$ cat src/rtl/whack_game_ctrl.sv
// whack_game_ctrl
//   Game sequencer for the whack-a-mole board. It turns the 1 Hz divider
//   output and the debounced buttons into the lit-mole pattern. It owns the
//   score and seconds-remaining registers that the display scan renders.
//
//   State table (value on the state port):
//     state     | meaning
//     IDLE  (0) | waiting for start, no mole lit
//     SPAWN (1) | one cycle: pick and latch the next mole
//     UP    (2) | a mole is lit, waiting for a hit or for its time to expire
//     GAP   (3) | no mole lit, waiting for the next second
//     DONE  (4) | game over, score and time frozen until start
//
//   Ports:
//     clk        in   system clock
//     rst        in   asynchronous active-high reset
//     tick_1hz   in   1 Hz level from the clock divider (same clock domain)
//     start_btn  in   debounced start button (level)
//     hit_btn    in   debounced hit buttons, one per mole (level)
//     mole_led   out  one-hot lit mole, 0 when none
//     score      out  current score (saturating)
//     time_left  out  seconds remaining in the game
//     game_over  out  high while in DONE
//     state      out  current state code
module whack_game_ctrl #(
  parameter int          N_MOLES         = 4,
  parameter int          GAME_SECONDS    = 30,
  parameter int          MOLE_UP_SECONDS = 2,
  parameter logic [7:0]  LFSR_SEED       = 8'hA5,
  parameter int          SCORE_W         = 8
) (
  input  logic               clk,
  input  logic               rst,
  input  logic               tick_1hz,
  input  logic               start_btn,
  input  logic [N_MOLES-1:0] hit_btn,
  output logic [N_MOLES-1:0] mole_led,
  output logic [SCORE_W-1:0] score,
  output logic [6:0]         time_left,
  output logic               game_over,
  output logic [2:0]         state
);

  localparam int                 IDX_W     = $clog2(N_MOLES);
  // An all-zero seed would lock the LFSR, so it is replaced by 1.
  localparam logic [7:0]         SEED_EFF  = (LFSR_SEED == 8'h00) ? 8'h01 : LFSR_SEED;
  localparam logic [6:0]         GAME_S    = 7'(GAME_SECONDS);
  localparam logic [3:0]         UP_S      = 4'(MOLE_UP_SECONDS);
  localparam logic [SCORE_W-1:0] SCORE_MAX = '1;

  typedef enum logic [2:0] {
    S_IDLE  = 3'd0,
    S_SPAWN = 3'd1,
    S_UP    = 3'd2,
    S_GAP   = 3'd3,
    S_DONE  = 3'd4
  } state_t;

  state_t              state_q, state_d;
  logic [N_MOLES-1:0]  mole_led_q, mole_led_d;
  logic [SCORE_W-1:0]  score_q, score_d;
  logic [6:0]          time_left_q, time_left_d;
  logic [3:0]          up_cnt_q, up_cnt_d;
  logic [IDX_W-1:0]    prev_idx_q, prev_idx_d;
  logic [7:0]          lfsr_q, lfsr_d;
  logic                tick_q, start_q;
  logic [N_MOLES-1:0]  hit_q;

  logic                sec_pulse;
  logic                start_rise;
  logic [N_MOLES-1:0]  hit_rise;
  logic                correct_hit;
  logic                wrong_hit;
  logic                in_game;
  logic [IDX_W-1:0]    cand_idx;
  logic [IDX_W-1:0]    spawn_idx;

  // Rising-edge detect on the level inputs; the events are used in the same
  // cycle they are seen.
  assign sec_pulse   = tick_1hz & ~tick_q;
  assign start_rise  = start_btn & ~start_q;
  assign hit_rise    = hit_btn & ~hit_q;

  assign correct_hit = |(hit_rise & mole_led_q);
  assign wrong_hit   = |(hit_rise & ~mole_led_q);
  assign in_game     = (state_q == S_SPAWN) || (state_q == S_UP) || (state_q == S_GAP);

  // Fibonacci LFSR, taps x^8+x^6+x^5+x^4+1. It runs every cycle, so the
  // button timing of the player feeds into the mole choice.
  assign lfsr_d = {lfsr_q[6:0], lfsr_q[7] ^ lfsr_q[5] ^ lfsr_q[4] ^ lfsr_q[3]};

  // Never light the same mole twice in a row. N_MOLES is a power of two, so
  // the +1 wraps modulo N_MOLES naturally.
  assign cand_idx  = lfsr_q[IDX_W-1:0];
  assign spawn_idx = (cand_idx == prev_idx_q) ? cand_idx + IDX_W'(1) : cand_idx;

  always_comb begin
    state_d     = state_q;
    mole_led_d  = mole_led_q;
    score_d     = score_q;
    time_left_d = time_left_q;
    up_cnt_d    = up_cnt_q;
    prev_idx_d  = prev_idx_q;

    case (state_q)
      S_IDLE: begin
        mole_led_d  = '0;
        time_left_d = GAME_S;
        if (start_rise) begin
          score_d = '0;
          state_d = S_SPAWN;
        end
      end

      S_SPAWN: begin
        prev_idx_d = spawn_idx;
        mole_led_d = N_MOLES'(1) << spawn_idx;
        up_cnt_d   = UP_S;
        state_d    = S_UP;
      end

      S_UP: begin
        if (correct_hit) begin
          // A correct hit wins over any wrong hit in the same cycle.
          if (score_q != SCORE_MAX) begin
            score_d = score_q + SCORE_W'(1);
          end
          mole_led_d = '0;
          state_d    = S_GAP;
        end else begin
          if (wrong_hit && (score_q != '0)) begin
            score_d = score_q - SCORE_W'(1);
          end
          if (sec_pulse) begin
            up_cnt_d = up_cnt_q - 4'd1;
            if (up_cnt_q == 4'd1) begin
              mole_led_d = '0;
              state_d    = S_GAP;
            end
          end
        end
      end

      S_GAP: begin
        mole_led_d = '0;
        if (sec_pulse) begin
          state_d = S_SPAWN;
        end
      end

      S_DONE: begin
        if (start_rise) begin
          score_d     = '0;
          time_left_d = GAME_S;
          state_d     = S_SPAWN;
        end
      end

      default: begin
        mole_led_d = '0;
        state_d    = S_IDLE;
      end
    endcase

    // The game clock runs in every in-game state. The final second overrides
    // whatever transition was chosen above, but the score update stays.
    if (in_game && sec_pulse) begin
      if (time_left_q == 7'd1) begin
        time_left_d = 7'd0;
        mole_led_d  = '0;
        state_d     = S_DONE;
      end else begin
        time_left_d = time_left_q - 7'd1;
      end
    end
  end

  always_ff @(posedge clk or posedge rst) begin
    if (rst) begin
      state_q     <= S_IDLE;
      mole_led_q  <= '0;
      score_q     <= '0;
      time_left_q <= GAME_S;
      up_cnt_q    <= '0;
      prev_idx_q  <= '0;
      lfsr_q      <= SEED_EFF;
      tick_q      <= 1'b0;
      start_q     <= 1'b0;
      hit_q       <= '0;
    end else begin
      state_q     <= state_d;
      mole_led_q  <= mole_led_d;
      score_q     <= score_d;
      time_left_q <= time_left_d;
      up_cnt_q    <= up_cnt_d;
      prev_idx_q  <= prev_idx_d;
      lfsr_q      <= lfsr_d;
      tick_q      <= tick_1hz;
      start_q     <= start_btn;
      hit_q       <= hit_btn;
    end
  end

  assign mole_led  = mole_led_q;
  assign score     = score_q;
  assign time_left = time_left_q;
  assign game_over = (state_q == S_DONE);
  assign state     = state_q;

endmodule

$ cat config.mk
export PLATFORM = sky130hd
export DESIGN_NAME = whack_game_ctrl
export DESIGN_NICKNAME = d
export VERILOG_FILES = /design/src/rtl/whack_game_ctrl.sv
export SDC_FILE = /design/constraint.sdc
export NUM_CORES = 1
export LEC_CHECK = 0
export ABC_AREA = 1
export CAP_MARGIN = 20
export CORE_MARGIN = 3
export CORE_UTILIZATION = 38
export DETAILED_ROUTE_END_ITERATION = 8
export PLACE_DENSITY = 0.66
export SKIP_LAST_GASP = 1
export SLEW_MARGIN = 5
export SYNTH_ARGS = -nofsm -noshare
export SYNTH_HDL_FRONTEND = slang
export SYNTH_SLANG_ARGS = --single-unit
$ cat constraint.sdc
create_clock -name clk -period 2.7 [get_ports clk]
set_input_delay 0.54 -clock clk [delete_from_list [all_inputs] [get_ports clk]]
set_output_delay 0.54 -clock clk [all_outputs]
set_load 0.02 [all_outputs]
==> metrics.txt <==
status=completed; chip height=85.9 microns; initial antenna violation count=0; nature of the critical path endpoint=output port; clk buf depth=2; largest net degree at the start of global routing=43; Synthesis Warnings=0; Syn Std Cell Area=2430 sq um; Reg2Reg Setup Slack=0.65 ns; Net Count, Synth=329; slowest cell on the critical path=clkdlybuf4s50_1; CP arrival=1.88 ns; Crit Path Category=reg2out; Critical R2R Launch=mole_led[0]; post-route ant nets=0; WL final=4910 microns; GRT Util Overall=14.8%; first-pass iteration count of the detailed router=4; RSZ-0062 raised after global routing=false; max-cap violations=0; crit path max fanout=6; number of diodes=0; most common flop cell mapped by yosys=dfrtp_1; pre-CTS setup slack=0.0776 ns; WP data required=2.16 ns; via count=1,974; vias in the first global route=1,977; die footprint=7390 sq um; Slew @ Worst Pin=0.527 ns; Slew Viols, Final=0; CP Buf/Inv Count=2; Async SR Flop Fraction=100%; Die Span X=85.9 microns; routability congestion estimate=0.926; sequential area share after synthesis=43.7%; Area Growth Syn to Fin=20.7%; Clock Sinks=42; WHS Endpoint=lfsr_q[7]; Core Util, Final=48.3%; worst skew pair latency=0.30 ns; row count=28; final worst-path cycle share=89.6%; # H-tree levels=2; CTS Hold Bufs=0; port buffer count=30; Hold Fails Final Rpt=0; Initial Util=40.1%; Netlist cell types=28; setup TNS=0 ns; Min Clock Period, post-route=2.42 ns; syn avg cell area=7.83 sq um; Overflow after GRT=0; HPWL Detailed=3670 microns; routed wire length per instance=11.5 microns; post-CTS sizing=0; min-delay src=lfsr_q[6]; CP top delay family=buffers and inverters; Final WS setup=0.282 ns; layout cells sized above 1=11.1%; worst path cell trace=nor2_4 -> nand2_1 -> inv_1 -> clkdlybuf4s50_1; final setup violation count=0; PD cells=1040 nW/um^2; DP Cell Count=417; Synth Register Bits=42; Hold Path Depth=0; EDFF count, synth=0; Ports=31; CTS buffer count=5; Non-Filler Instances=425; R2R depth=14; Max transition margin=64.8%; CP Launch Type=flip-flop; Crit path largest cell delay=0.61 ns; clock skew=0.0137 ns; worst vdd ir=436 uV; CTS tree=done; first-pass GRT wire length=8850 microns; CTS root buffer=clkbuf_8; Worst Hold Class=reg2reg; Syn Inst Count=310; setup bufs post-CTS=0; number of vias per cell=4.64; core area=6060 sq um; nets=368; Reg clk slew, reported paths=0.10 ns; Lkg Pwr=1.48 nW; Residual DRC=0; initial DRC count=87; fmax=414 MHz; r2r endpoint=score[7]
how the worst max path moves through the flow:
stage	cells past startpoint	startpoint	endpoint
floorplan	11	hit_btn[1]	score[7]
global placement	12	hit_btn[0]	score[7]
detailed placement	14	hit_btn[2]	score[7]
CTS	4	state[1]	game_over
global route	14	hit_btn[0]	score[7]
finish	4	state[1]	game_over
power by group:
group	internal (W)	total [W]	switching, W
registers	0.000791	0.000986	0.000195
logic	0.000662	0.00163	0.000967
clock network	0.000192	0.000439	0.000247
total	0.00164	0.00305	0.00141
kinds of logic (layout without fill, tap and decap cells):
kind of cell,Yosys count,count (layout),share of synthesized area [%]
and+or+nand+nor,167,167,31.4
buffers and inverters,49,89,7.88
DFF,42,42,43.7
AOI/OAI and AO/OA,28,28,6.34
xor gates and xnor gates,13,13,4.69
adders and majority gates,11,11,5.98
per-stage QoR:
step	hold WS, ns	power [W]	cell area (sq um)
finish	0.371	0.00305	2930
global route	0.390	0.00339	2930
CTS	0.377	0.00310	2930
detailed placement	0.347	0.00264	2830
global placement	0.342	0.00261	2830
floorplan	0.333	0.00218	2430
metal layers:
metal	track usage, %	wire length, microns	vias up
met1	19.8	2540	891
met4	6.04	102	0
met2	23.6	2130	27
met5	0	0	-
met3	2.69	135	8
li1	-	-	1048
cells in the mapped netlist, types with 4 or more instances:
cell     count  area, sq um
nand2_1     94          353
inv_1       43          161
dfrtp_1     34          851
nor2_1      28          105
nand3_1     20          100
o21ai_0     15         75.1
ha_1        10          125
dfstp_2      8          210
xor2_1       8         70.1
inv_2        5         18.8
nor3_1       5         25.0
o21ai_1      5         25.0
xnor2_1      5         43.8
a21oi_1      4         20.0
nand4_1      4         25.0
nor2_4       4         45.0
cells in the final DEF (no fill, tap or decap), types with 2 or more instances in the layout:
cell type	count
a21oi_1	4
buf_4	3
clkbuf_8	5
clkdlybuf4s50_1	30
dfrtp_1	34
dfstp_2	8
ha_1	10
inv_1	43
inv_2	5
nand2_1	94
nand3_1	20
nand3b_1	3
nand4_1	4
nor2_1	28
nor2_4	4
nor3_1	5
nor3_4	2
o21ai_0	15
o21ai_1	5
o21ai_2	2
or2_2	3
xnor2_1	5
xor2_1	8
registers in the layout (all words and copies together), names as in the netlist, 2 cells and up:
register / count
time_left: 7
lfsr_q: 8
state: 3
up_cnt_q: 4
mole_led: 4
score: 8
prev_idx_q: 2
hit_q: 4
layout make-up:
| cell class | count | area (sq um) |
|---|---|---|
| clock buffer | 5 | 68.8 |
| clock inverter | 3 | 27.5 |
| timing repair buffer | 33 | 323 |
| tap | 75 | 93.8 |
| multi-input combinational | 219 | 1180 |
| sequential | 42 | 1060 |
| fill | 597 | 3130 |
| inverter | 48 | 180 |
Note: power is estimated with default switching activity, not from simulation.
